File: src/rtl/systolic_array_sequencer_if.sv
// ----------------------------------------------------------------------------
// systolic_array_sequencer_if
//   Bundles the host job interface and the array feed-control outputs of the
//   systolic array sequencer.
//
//   Host side : start, abort, depth_A, width_A, depth_B, width_B  (to sequencer)
//               busy, done, err, result_valid                     (from sequencer)
//   Array side: clear_acc, a_valid, a_kidx, b_valid, b_kidx       (from sequencer)
//
//   master : host / array view (drives job requests, observes controls)
//   slave  : sequencer view
// ----------------------------------------------------------------------------
interface systolic_array_sequencer_if #(
    parameter int SIZE  = 4,
    parameter int DIM_W = 3
);
    logic                    start;
    logic                    abort;
    logic [DIM_W-1:0]        depth_A;
    logic [DIM_W-1:0]        width_A;
    logic [DIM_W-1:0]        depth_B;
    logic [DIM_W-1:0]        width_B;
    logic                    busy;
    logic                    clear_acc;
    logic [SIZE-1:0]         a_valid;
    logic [SIZE*DIM_W-1:0]   a_kidx;
    logic [SIZE-1:0]         b_valid;
    logic [SIZE*DIM_W-1:0]   b_kidx;
    logic                    done;
    logic                    err;
    logic                    result_valid;

    modport master (
        output start, abort, depth_A, width_A, depth_B, width_B,
        input  busy, clear_acc, a_valid, a_kidx, b_valid, b_kidx,
               done, err, result_valid
    );

    modport slave (
        input  start, abort, depth_A, width_A, depth_B, width_B,
        output busy, clear_acc, a_valid, a_kidx, b_valid, b_kidx,
               done, err, result_valid
    );
endinterface

File: src/rtl/systolic_array_sequencer.sv
// ----------------------------------------------------------------------------
// systolic_array_sequencer
//   Control FSM for a SIZE x SIZE systolic matrix-multiply array. Accepts a
//   job (M x K times K x N), clears the PE accumulators, feeds A rows and
//   B columns with a one-cycle-per-lane diagonal skew, waits for the array to
//   drain, then pulses done and raises result_valid.
//
//   Ports:
//     clk    rising-edge clock
//     reset  asynchronous, active-low
//     bus    systolic_array_sequencer_if.slave
//              start/abort/dims in; busy, clear_acc, a/b feed valids and
//              packed K indices, done, err, result_valid out
// ----------------------------------------------------------------------------
module systolic_array_sequencer #(
    parameter int SIZE   = 4,
    parameter int DIM_W  = 3,
    parameter int PE_LAT = 1,
    parameter int CNT_W  = 5
) (
    input  logic                             clk,
    input  logic                             reset,
    systolic_array_sequencer_if.slave        bus
);

    typedef enum logic [1:0] {
        S_IDLE  = 2'd0,
        S_CLEAR = 2'd1,
        S_RUN   = 2'd2,
        S_DONE  = 2'd3
    } state_e;

    localparam logic [DIM_W-1:0] DIM_MAX  = DIM_W'(SIZE);
    // Last RUN count is K + 2*SIZE - 2 + PE_LAT - 1; only the K term varies.
    localparam logic [CNT_W-1:0] RUN_TAIL = CNT_W'(2 * SIZE - 2 + PE_LAT - 1);

    state_e                 state_q, state_d;
    logic [CNT_W-1:0]       t_q, t_d;
    logic [DIM_W-1:0]       m_q, m_d;
    logic [DIM_W-1:0]       k_q, k_d;
    logic [DIM_W-1:0]       n_q, n_d;
    logic                   err_q, err_d;
    logic                   result_valid_q, result_valid_d;
    logic [SIZE-1:0]        a_valid_q, a_valid_d;
    logic [SIZE-1:0]        b_valid_q, b_valid_d;
    logic [SIZE*DIM_W-1:0]  a_kidx_q, a_kidx_d;
    logic [SIZE*DIM_W-1:0]  b_kidx_q, b_kidx_d;

    logic                   dims_legal;
    logic                   run_last;

    assign dims_legal = (bus.depth_A != '0) && (bus.depth_A <= DIM_MAX) &&
                        (bus.width_A != '0) && (bus.width_A <= DIM_MAX) &&
                        (bus.depth_B != '0) && (bus.depth_B <= DIM_MAX) &&
                        (bus.width_B != '0) && (bus.width_B <= DIM_MAX) &&
                        (bus.width_A == bus.depth_B);

    assign run_last = (t_q == (CNT_W'(k_q) + RUN_TAIL));

    // Next-state and job bookkeeping.
    always_comb begin
        // NOTE: every signal gets a default before the case so no path leaves
        // it unassigned, which would otherwise infer a latch.
        state_d        = state_q;
        t_d            = t_q;
        m_d            = m_q;
        k_d            = k_q;
        n_d            = n_q;
        err_d          = err_q;
        result_valid_d = result_valid_q;

        case (state_q)
            S_IDLE: begin
                // start beats abort here; abort has no meaning while idle.
                if (bus.start) begin
                    t_d            = '0;
                    result_valid_d = 1'b0;
                    if (dims_legal) begin
                        m_d     = bus.depth_A;
                        k_d     = bus.width_A;
                        n_d     = bus.width_B;
                        err_d   = 1'b0;
                        state_d = S_CLEAR;
                    end else begin
                        err_d   = 1'b1;
                        state_d = S_DONE;
                    end
                end
            end
            S_CLEAR: begin
                t_d     = '0;
                state_d = bus.abort ? S_IDLE : S_RUN;
            end
            S_RUN: begin
                if (bus.abort) begin
                    t_d     = '0;
                    state_d = S_IDLE;
                end else if (run_last) begin
                    t_d            = '0;
                    // Results are final in the DONE cycle itself.
                    result_valid_d = 1'b1;
                    state_d        = S_DONE;
                end else begin
                    t_d = t_q + 1'b1;
                end
            end
            S_DONE: begin
                state_d = S_IDLE;
            end
            default: begin
                state_d = S_IDLE;
            end
        endcase
    end

    // Feed valids/K indices are computed for the *next* cycle so the
    // registered outputs line up with the count the array sees this cycle.
    // Lane i is skewed by i cycles: it carries K index t - i while in range.
    always_comb begin
        a_valid_d = '0;
        a_kidx_d  = '0;
        b_valid_d = '0;
        b_kidx_d  = '0;
        if (state_d == S_RUN) begin
            for (int i = 0; i < SIZE; i++) begin
                if ((DIM_W'(i) < m_d) && (t_d >= CNT_W'(i)) &&
                    ((t_d - CNT_W'(i)) < CNT_W'(k_d))) begin
                    a_valid_d[i]                = 1'b1;
                    a_kidx_d[i*DIM_W +: DIM_W]  = DIM_W'(t_d - CNT_W'(i));
                end
                if ((DIM_W'(i) < n_d) && (t_d >= CNT_W'(i)) &&
                    ((t_d - CNT_W'(i)) < CNT_W'(k_d))) begin
                    b_valid_d[i]                = 1'b1;
                    b_kidx_d[i*DIM_W +: DIM_W]  = DIM_W'(t_d - CNT_W'(i));
                end
            end
        end
    end

    // NOTE: state registers use non-blocking assignments so every flop samples
    // the pre-edge values of the others, independent of statement order.
    always_ff @(posedge clk or negedge reset) begin
        if (!reset) begin
            state_q        <= S_IDLE;
            t_q            <= '0;
            m_q            <= '0;
            k_q            <= '0;
            n_q            <= '0;
            err_q          <= 1'b0;
            result_valid_q <= 1'b0;
            a_valid_q      <= '0;
            b_valid_q      <= '0;
            a_kidx_q       <= '0;
            b_kidx_q       <= '0;
        end else begin
            state_q        <= state_d;
            t_q            <= t_d;
            m_q            <= m_d;
            k_q            <= k_d;
            n_q            <= n_d;
            err_q          <= err_d;
            result_valid_q <= result_valid_d;
            a_valid_q      <= a_valid_d;
            b_valid_q      <= b_valid_d;
            a_kidx_q       <= a_kidx_d;
            b_kidx_q       <= b_kidx_d;
        end
    end

    assign bus.busy         = (state_q == S_CLEAR) || (state_q == S_RUN);
    assign bus.clear_acc    = (state_q == S_CLEAR);
    assign bus.done         = (state_q == S_DONE);
    assign bus.err          = (state_q == S_DONE) && err_q;
    assign bus.result_valid = result_valid_q;
    assign bus.a_valid      = a_valid_q;
    assign bus.a_kidx       = a_kidx_q;
    assign bus.b_valid      = b_valid_q;
    assign bus.b_kidx       = b_kidx_q;

endmodule

File: src/flat_wrapper.sv
// flat-port wrapper written by rule: the top's interface ports become plain ports
module systolic_array_sequencer_flat 
#(
    parameter int SIZE   = 4,
    parameter int DIM_W  = 3,
    parameter int PE_LAT = 1,
    parameter int CNT_W  = 5
)
  (clk, reset, bus_start, bus_abort, bus_depth_A, bus_width_A, bus_depth_B, bus_width_B, bus_busy, bus_clear_acc, bus_a_valid, bus_a_kidx, bus_b_valid, bus_b_kidx, bus_done, bus_err, bus_result_valid);
  systolic_array_sequencer_if #(.SIZE(SIZE), .DIM_W(DIM_W)) bus_i ();
  input  logic clk;
  input  logic reset;
  input wire logic [$bits(bus_i.start)-1:0] bus_start;
  input wire logic [$bits(bus_i.abort)-1:0] bus_abort;
  input wire logic [$bits(bus_i.depth_A)-1:0] bus_depth_A;
  input wire logic [$bits(bus_i.width_A)-1:0] bus_width_A;
  input wire logic [$bits(bus_i.depth_B)-1:0] bus_depth_B;
  input wire logic [$bits(bus_i.width_B)-1:0] bus_width_B;
  output wire logic [$bits(bus_i.busy)-1:0] bus_busy;
  output wire logic [$bits(bus_i.clear_acc)-1:0] bus_clear_acc;
  output wire logic [$bits(bus_i.a_valid)-1:0] bus_a_valid;
  output wire logic [$bits(bus_i.a_kidx)-1:0] bus_a_kidx;
  output wire logic [$bits(bus_i.b_valid)-1:0] bus_b_valid;
  output wire logic [$bits(bus_i.b_kidx)-1:0] bus_b_kidx;
  output wire logic [$bits(bus_i.done)-1:0] bus_done;
  output wire logic [$bits(bus_i.err)-1:0] bus_err;
  output wire logic [$bits(bus_i.result_valid)-1:0] bus_result_valid;
  assign bus_i.start = bus_start;
  assign bus_i.abort = bus_abort;
  assign bus_i.depth_A = bus_depth_A;
  assign bus_i.width_A = bus_width_A;
  assign bus_i.depth_B = bus_depth_B;
  assign bus_i.width_B = bus_width_B;
  assign bus_busy = bus_i.busy;
  assign bus_clear_acc = bus_i.clear_acc;
  assign bus_a_valid = bus_i.a_valid;
  assign bus_a_kidx = bus_i.a_kidx;
  assign bus_b_valid = bus_i.b_valid;
  assign bus_b_kidx = bus_i.b_kidx;
  assign bus_done = bus_i.done;
  assign bus_err = bus_i.err;
  assign bus_result_valid = bus_i.result_valid;
  systolic_array_sequencer #(.SIZE(SIZE), .DIM_W(DIM_W), .PE_LAT(PE_LAT), .CNT_W(CNT_W)) u_core (.clk(clk), .reset(reset), .bus(bus_i));
endmodule
File: config.mk
export PLATFORM = sky130hd
export DESIGN_NAME = systolic_array_sequencer_flat
export DESIGN_NICKNAME = d
export VERILOG_FILES = /design/src/rtl/systolic_array_sequencer_if.sv /design/src/rtl/systolic_array_sequencer.sv /design/src/flat_wrapper.sv
export SDC_FILE = /design/constraint.sdc
export NUM_CORES = 1
export LEC_CHECK = 0
export CAP_MARGIN = 0
export CORE_ASPECT_RATIO = 1.75
export CORE_MARGIN = 2
export CORE_UTILIZATION = 35
export CTS_CLUSTER_SIZE = 28
export DETAILED_ROUTE_END_ITERATION = 7
export GPL_TIMING_DRIVEN = 0
export PLACE_DENSITY = 0.67
export SLEW_MARGIN = 20
export SYNTH_ARGS = -nofsm -noshare
export SYNTH_HDL_FRONTEND = slang
export SYNTH_SLANG_ARGS = --single-unit
File: constraint.sdc
create_clock -name clk -period 4.7 [get_ports clk]
set_clock_uncertainty 0.1 [all_clocks]
set_input_delay 0.47 -clock clk [delete_from_list [all_inputs] [get_ports clk]]
set_output_delay 0.47 -clock clk [all_outputs]
set_load 0.1 [all_outputs]
==> metrics.csv <==
stage,metric,value,unit
critical_path,reg2reg_depth,16,
finish,drive_gt1_share,8.18,%
critical_path,crit_path_end_kind,flip-flop,
logic_synthesis,yosysWarnings,0,
logic_synthesis,synthTopCellsByArea,"dfrtp_1 47%, ha_1 7.9%, xnor2_1 2.9%",
logic_synthesis,synth.cell_area,2680,um^2
power_and_ir_drop,p_int,0.00100,W
floorplan,initial_core_util,35.6,%
logic_synthesis,synth_commonest_cells,"50 x dfrtp_1, 20 x nor2_1, 17 x ha_1, 17 x nand2_1",
critical_path,path_class,reg2reg,
logic_synthesis,syn_area_per_cell,9.96,um^2
logic_synthesis,yosysMostFrequentCell,dfrtp_1,
timing,finalCriticalPeriod,4.30,ns
grt,grt_overflow,0,
floorplan,core,7510,um^2
critical_path,cpPeakStageDelay,0.46,ns
grt,grt_max_degree,27,
clocking,clkTransAtPathRegs,0.07,ns
logic_synthesis,synth_async_sr_flop_share,100,%
timing,maxSlewHeadroom,33.6,%
critical_path,r2r_slack,0.40,ns
clocking,cts_made_buffers,5,
finish,nFillCells,719,
power_and_ir_drop,peakVddDrop,0.000261,V
logic_synthesis,synth_fp_nets,302,
drt,dr_total_vias,2242,
critical_path,crit_required,4.80,ns
power_and_ir_drop,p_sw,0.000829,W
clocking,clk_latency,0.30,ns
placed_design,portBuffers,52,
clocking,cts_sinks,50,
timing,setup-tns-final,0,ns
drt,drc,0,
placed_design,place_inst,410,
floorplan,io_pins,53,
grt,grt_pass1_wl,11200,um
floorplan,row_count,42,
power_and_ir_drop,power,0.00183,W
timing,fin_crit_sh,91.4,%
timing,max_freq,233,MHz
run,drv_cap,0,
power_and_ir_drop,seqPwrFrac,27.9,%
timing,tightest_slew,0.993,ns
power_and_ir_drop,p_leak,1.49,nW
run_status,status,completed,
grt,grt_pass1_vias,2310,
floorplan,die_h,120,um
finish,regArea,1250,um^2
critical_path,cp_max_fo,10,
power_and_ir_drop,power_density,523,nW/um^2
timing,hold_viol,0,
critical_path,rr_startpoint,u_core.state_q[0],
critical_path,crit_arrival,4.39,ns
logic_synthesis,synth_flop_cell,dfrtp_1,
logic_synthesis,yosysTopAreaCell,dfrtp_1,
power_and_ir_drop,pwr-share-clk,22.1,%
logic_synthesis,ys_types,51,
placed_design,dp_hpwl,5200,um
grt,grt.total_usage,17.0,%
clocking,clockRootBuffer,clkbuf_16,
critical_path,start_kind,flip-flop,
critical_path,cp_top_family,compound AO/OA/AOI/OAI gates,
clocking,tritoncts,done,
finish,syn2layout_area_growth,30.5,%
finish,multi_input_area,1340,um^2
critical_path,crit_chain,"inv_1, ha_1, and2_1, o211ai_1, a211oi_2, clkbuf_2, clkbuf_2, nor2_1, a21oi_1, ha_1, o41ai_1, o21bai_1, nand3_1, o21ai_1, nand3_1, nor3_1",
floorplan,dieWidth,70.1,um
clocking,post-cts-setup-buffers,0,
drt,wirelength,6650,um
logic_synthesis,syn_inst,269,
power_and_ir_drop,swShare,45.3,%
clocking,cts_max_path_buffers,2,
logic_synthesis,ys_seq_elements,50,
floorplan,die_area,8400,um^2
clocking,htree_num_levels,2,
finish,nets,362,
finish,layout.cells.non_filler,418,
drt,drt_iter0_markers,86,
timing,rsz0062_at_grt,no,
drt,first_pass_iters,4,
logic_synthesis,synth_top_area_share,46.7,%
drt,routed_via_density,5.36,
logic_synthesis,synth_seq_area_share,46.7,%
timing,drv_slew,0,
critical_path,cp_num_buf_inv,3,
placed_design,place_congestion,0.950,
timing,setup_viol,0,
critical_path,crit_slowest_cell,a211oi_2,
hold_path,hold_path_class,in2async,
finish,diodes,0,
power_and_ir_drop,combPwrFrac,50.0,%
logic_synthesis,synth-edff-count,0,
grt,grt_antenna_before_repair,0,
critical_path,r2r_end,u_core.bus.b_kidx[1],
drt,postRouteAntennaNets,0,
clocking,cts_hold_buf,0,
drt,avgRoutedWirePerCell,15.9,um
[kinds of logic after synthesis]
family,synth area share (%)
compound gates,14.6
xor+xnor,3.60
fa+ha+maj,7.94
buf+inv,3.64
flops,46.7
mux,4.02
simple gates,19.5
[worst max-delay path by stage]
stage | startpoint | to | slack, ns | depth (start not counted)
floorplan | u_core.state_q[0] | u_core.bus.a_kidx[5] | 0.84 | 9
global placement | bus_start | u_core.bus.b_kidx[1] | -0.1 | 15
detailed placement | bus_start | u_core.bus.a_kidx[1] | -0.11 | 15
CTS | u_core.state_q[0] | u_core.bus.a_kidx[1] | 0.11 | 16
global route | u_core.state_q[1] | u_core.bus.a_kidx[1] | 0.04 | 16
finish | u_core.state_q[0] | u_core.bus.b_kidx[1] | 0.40 | 16
[layout by cell type, fill, tap and decap left out, drive strengths merged, types with 2 or more instances in the layout]
| cell | Yosys | final |
|---|---|---|
| a211oi | 7 | 7 |
| a21o | 2 | 2 |
| a21oi | 15 | 15 |
| a22o | 3 | 3 |
| and2 | 2 | 2 |
| buf | 1 | 3 |
| clkbuf | 3 | 10 |
| clkdlybuf4s50 | 0 | 51 |
| dfrtp | 50 | 50 |
| ha | 17 | 17 |
| inv | 21 | 21 |
| mux2 | 6 | 6 |
| mux2i | 4 | 4 |
| nand2 | 17 | 17 |
| nand2b | 3 | 3 |
| nand3 | 10 | 10 |
| nor2 | 20 | 20 |
| nor2b | 5 | 5 |
| nor3 | 16 | 16 |
| nor3b | 5 | 5 |
| nor4 | 10 | 10 |
| o211ai | 2 | 2 |
| o21a | 2 | 2 |
| o21ai | 10 | 10 |
| o21bai | 2 | 2 |
| o22ai | 2 | 2 |
| o31ai | 4 | 4 |
| or2 | 3 | 3 |
| or3 | 3 | 3 |
| xnor2 | 9 | 9 |
| xor2 | 2 | 2 |
[final cells by class]
class	count	share of cell area, %
multi-input cells	194	38.2
clock buffers	7	3.79
plain buffers	4	0.608
inverters	21	2.25
clock inverters	1	0.859
well taps	88	3.15
repair buffers	53	15.3
flip-flops and latches	50	35.8
[worst register-to-register path, stage by stage, from the launching register on]
cell and delay [ns]:
dfrtp_1 0.41, inv_1 0.10, ha_1 0.23, and2_1 0.22, o211ai_1 0.15, a211oi_2 0.46
clkbuf_2 0.32, clkbuf_2 0.28, nor2_1 0.06, a21oi_1 0.44, ha_1 0.37, o41ai_1 0.08
o21bai_1 0.22, nand3_1 0.16, o21ai_1 0.12, nand3_1 0.23, nor3_1 0.24
[routing by layer]
layer  GRT usage, %  part of all wire (%)
met3           2.60                   2.9
met4           9.01                   3.7
met1           18.0                    38
met5              0                     0
met2           31.5                    55
[stage by stage]
stage / area [um^2] / hold slack [ns] / utilization, % / worst slack [ns]
2_1_floorplan: 2680 / 0.0744 / - / 0.843
3_3_place_gp: 3310 / 0.374 / 44.0 / -0.0982
3_5_place_dp: 3330 / 0.382 / 44.3 / -0.112
4_1_cts: 3490 / 0.0932 / 46.5 / 0.111
5_1_grt: 3500 / 0.121 / 46.5 / 0.0405
6_report: 3500 / 0.0733 / 46.5 / 0.402
[flip-flops by register name, summed over array words and instances, names as in the netlist]
register / count
u_core.bus.a_kidx: 12
u_core.bus.a_valid: 4
u_core.bus.b_kidx: 12
u_core.bus.b_valid: 4
u_core.bus.result_valid: 1
u_core.err_q: 1
u_core.k_q: 3
u_core.m_q: 3
u_core.n_q: 3
u_core.state_q: 2
u_core.t_q: 5
[what timing repair did]
action                                  4_1_cts  5_1_grt
hold endpoints to repair                      0        0
endpoints found under the setup margin        0        8
gates resized for setup                       0        4
[power by group through the flow]
stage                     registers, W  logic [W]  clock network (W)
final                         0.000510   0.000915           0.000405
after global routing          0.000517    0.00100           0.000429
after CTS                     0.000510   0.000921           0.000411
after detailed placement      0.000518   0.000917                  0
after global placement        0.000517   0.000900                  0
after floorplan               0.000596   0.000602                  0
Power figures use the tool's default switching activity.
==> variant, RTL diff (same flow settings) <==
`t_q` no longer has a reset.
--- a/src/rtl/systolic_array_sequencer.sv
+++ b/src/rtl/systolic_array_sequencer.sv
@@ -142,7 +142,6 @@
     always_ff @(posedge clk or negedge reset) begin
         if (!reset) begin
             state_q        <= S_IDLE;
-            t_q            <= '0;
             m_q            <= '0;
             k_q            <= '0;
             n_q            <= '0;
@@ -154,7 +153,6 @@
             b_kidx_q       <= '0;
         end else begin
             state_q        <= state_d;
-            t_q            <= t_d;
             m_q            <= m_d;
             k_q            <= k_d;
             n_q            <= n_d;
@@ -165,6 +163,10 @@
             a_kidx_q       <= a_kidx_d;
             b_kidx_q       <= b_kidx_d;
         end
+    end
+
+    always_ff @(posedge clk) begin
+        t_q <= t_d;
     end
 
     assign bus.busy         = (state_q == S_CLEAR) || (state_q == S_RUN);
Check against the original RTL: same outputs for any inputs over 10 cycles, from zero or initial values and one cycle with reset low; that may be too few to reach the edited logic, so the function may still have changed.
==> variant against the original RTL <==
Core utilization grew 0.16 points; total power up 0.14%; largest cell class unchanged; via count grew 0.22%; critical path type unchanged; cell area is 0.36% lower; wire length grew 0.21%; synthesized area fell by 0.93%; sequential cell count unchanged; setup slack better by 49 ps.
==> variant: results <==
export IMPL_async_flop_share_pct=90.00
export IMPL_reg2reg_slack_ps=450
export IMPL_synth_compound_gate_area_share_pct=14.76
export IMPL_vias_per_cell=5.363
export IMPL_drt_first_iter_violations=110
export IMPL_ir_drop_v=0.0002995
export IMPL_ys_types=52
export IMPL_worst_pin_slew_ps=983.4
export IMPL_grt_pass1_vias=2323
export IMPL_nets=363
export IMPL_drive_gt1_share_pct=8.761
export IMPL_netlist_top_cells_area="dfrtp_1 (42%), ha_1 (8.0%), dfxtp_1 (3.8%)"
export IMPL_nFillCells=732
export IMPL_ys_top_cells_by_count="dfrtp_1 (45), nor2_1 (20), ha_1 (17), nand2_1 (17)"
export IMPL_ys_seq_area_share_pct=46.20
export IMPL_cp_arrival_ps=4350
export IMPL_place_area_um2=3307
export IMPL_status="finished, final reports clean"
export IMPL_grt_usage_pct=16.96
export IMPL_place_congestion=0.9120
export IMPL_avgRoutedWirePerCell_um=15.91
export IMPL_grt_max_degree=34
export IMPL_cts_buffers=5
export IMPL_hpwlAfterDp_um=5200
export IMPL_power_leakage_nw=1.470
export IMPL_hp_class="reg -> reg"
export IMPL_grt_first_pass_wirelength_um=11230
export IMPL_fin_hold_ws_ps=399.9
export IMPL_synth_xor_area_share_pct=3.630
export IMPL_synthMuxAreaShare_pct=4.055
export IMPL_synthAdderAreaFrac_pct=8.015
variant: worst max-delay path, stage by stage (launching register included):
cell and delay [ps]:
dfrtp_1 400, inv_1 100, ha_1 230, and2_1 230, o211ai_1 150, a211oi_2 460, clkbuf_2 320, clkbuf_2 270
nor2_1 60, a21oi_1 410, ha_1 370, o41ai_1 80, o21bai_1 210, nand3_1 140, o21ai_1 100, nand3_1 250
nor3_1 280
variant: kinds of logic after synthesis:
logic type                 Yosys count
DFF                                 50
muxes                               10
buffers and inverters               25
xor gates and xnor gates            11
AOI/OAI and AO/OA                   58
adders and majority gates           17
and+or+nand+nor                     98
variant: area by class of cell:
type | count | area share [%]
inverters | 21 | 2.262
multi-input cells | 194 | 38.38
repair buffers | 54 | 15.66
clock inverters | 3 | 1.149
well taps | 88 | 3.160
clock buffers | 5 | 3.591
plain buffers | 4 | 0.6104
flip-flops and latches | 50 | 35.19
variant: repair_timing:
item	4_1_cts	5_1_grt
hold buffers	1	0
hold endpoints to repair	12	0
endpoints found under the setup margin	0	7
gates resized for setup	0	4
variant: layer usage:
metal  GRT usage [%]  up-vias  share of wire [%]
li1                -     1084                  -
met5               0        -                  0
met4           8.774        0                3.8
met2           32.32       51                 57
met3           2.792       14                3.4
met1           17.15     1098                 36
variant: per-stage QoR:
| step | utilization, % | worst slack [ps] | cells |
|---|---|---|---|
| after floorplan | - | 851.3 | 269 |
| after global placement | 44.01 | -44.56 | 409 |
| after detailed placement | 44.32 | -74.41 | 410 |
| after CTS | 46.66 | 158.2 | 419 |
| after global routing | 46.70 | 69.14 | 419 |
| final | 46.70 | 451.5 | 419 |
variant: final timing paths:
path	startpoint	endpoint	cells past startpoint
max in group asynchronous	reset	u_core.bus.a_kidx[11]	3
worst max register to register	u_core.state_q[1]	u_core.bus.a_kidx[0]	16
worst min-delay path	u_core.err_q	u_core.err_q	2
worst max-delay path	u_core.state_q[1]	u_core.bus.a_kidx[0]	16
min in group asynchronous	reset	u_core.bus.a_valid[2]	2
worst min register to register	u_core.err_q	u_core.err_q	2
variant: power by group:
group	total [W]	internal, W	switching [W]
clock	0.000404	0.000249	0.000155
combinational	0.000918	0.000274	0.000644
sequential	0.000510	0.000476	0.0000343
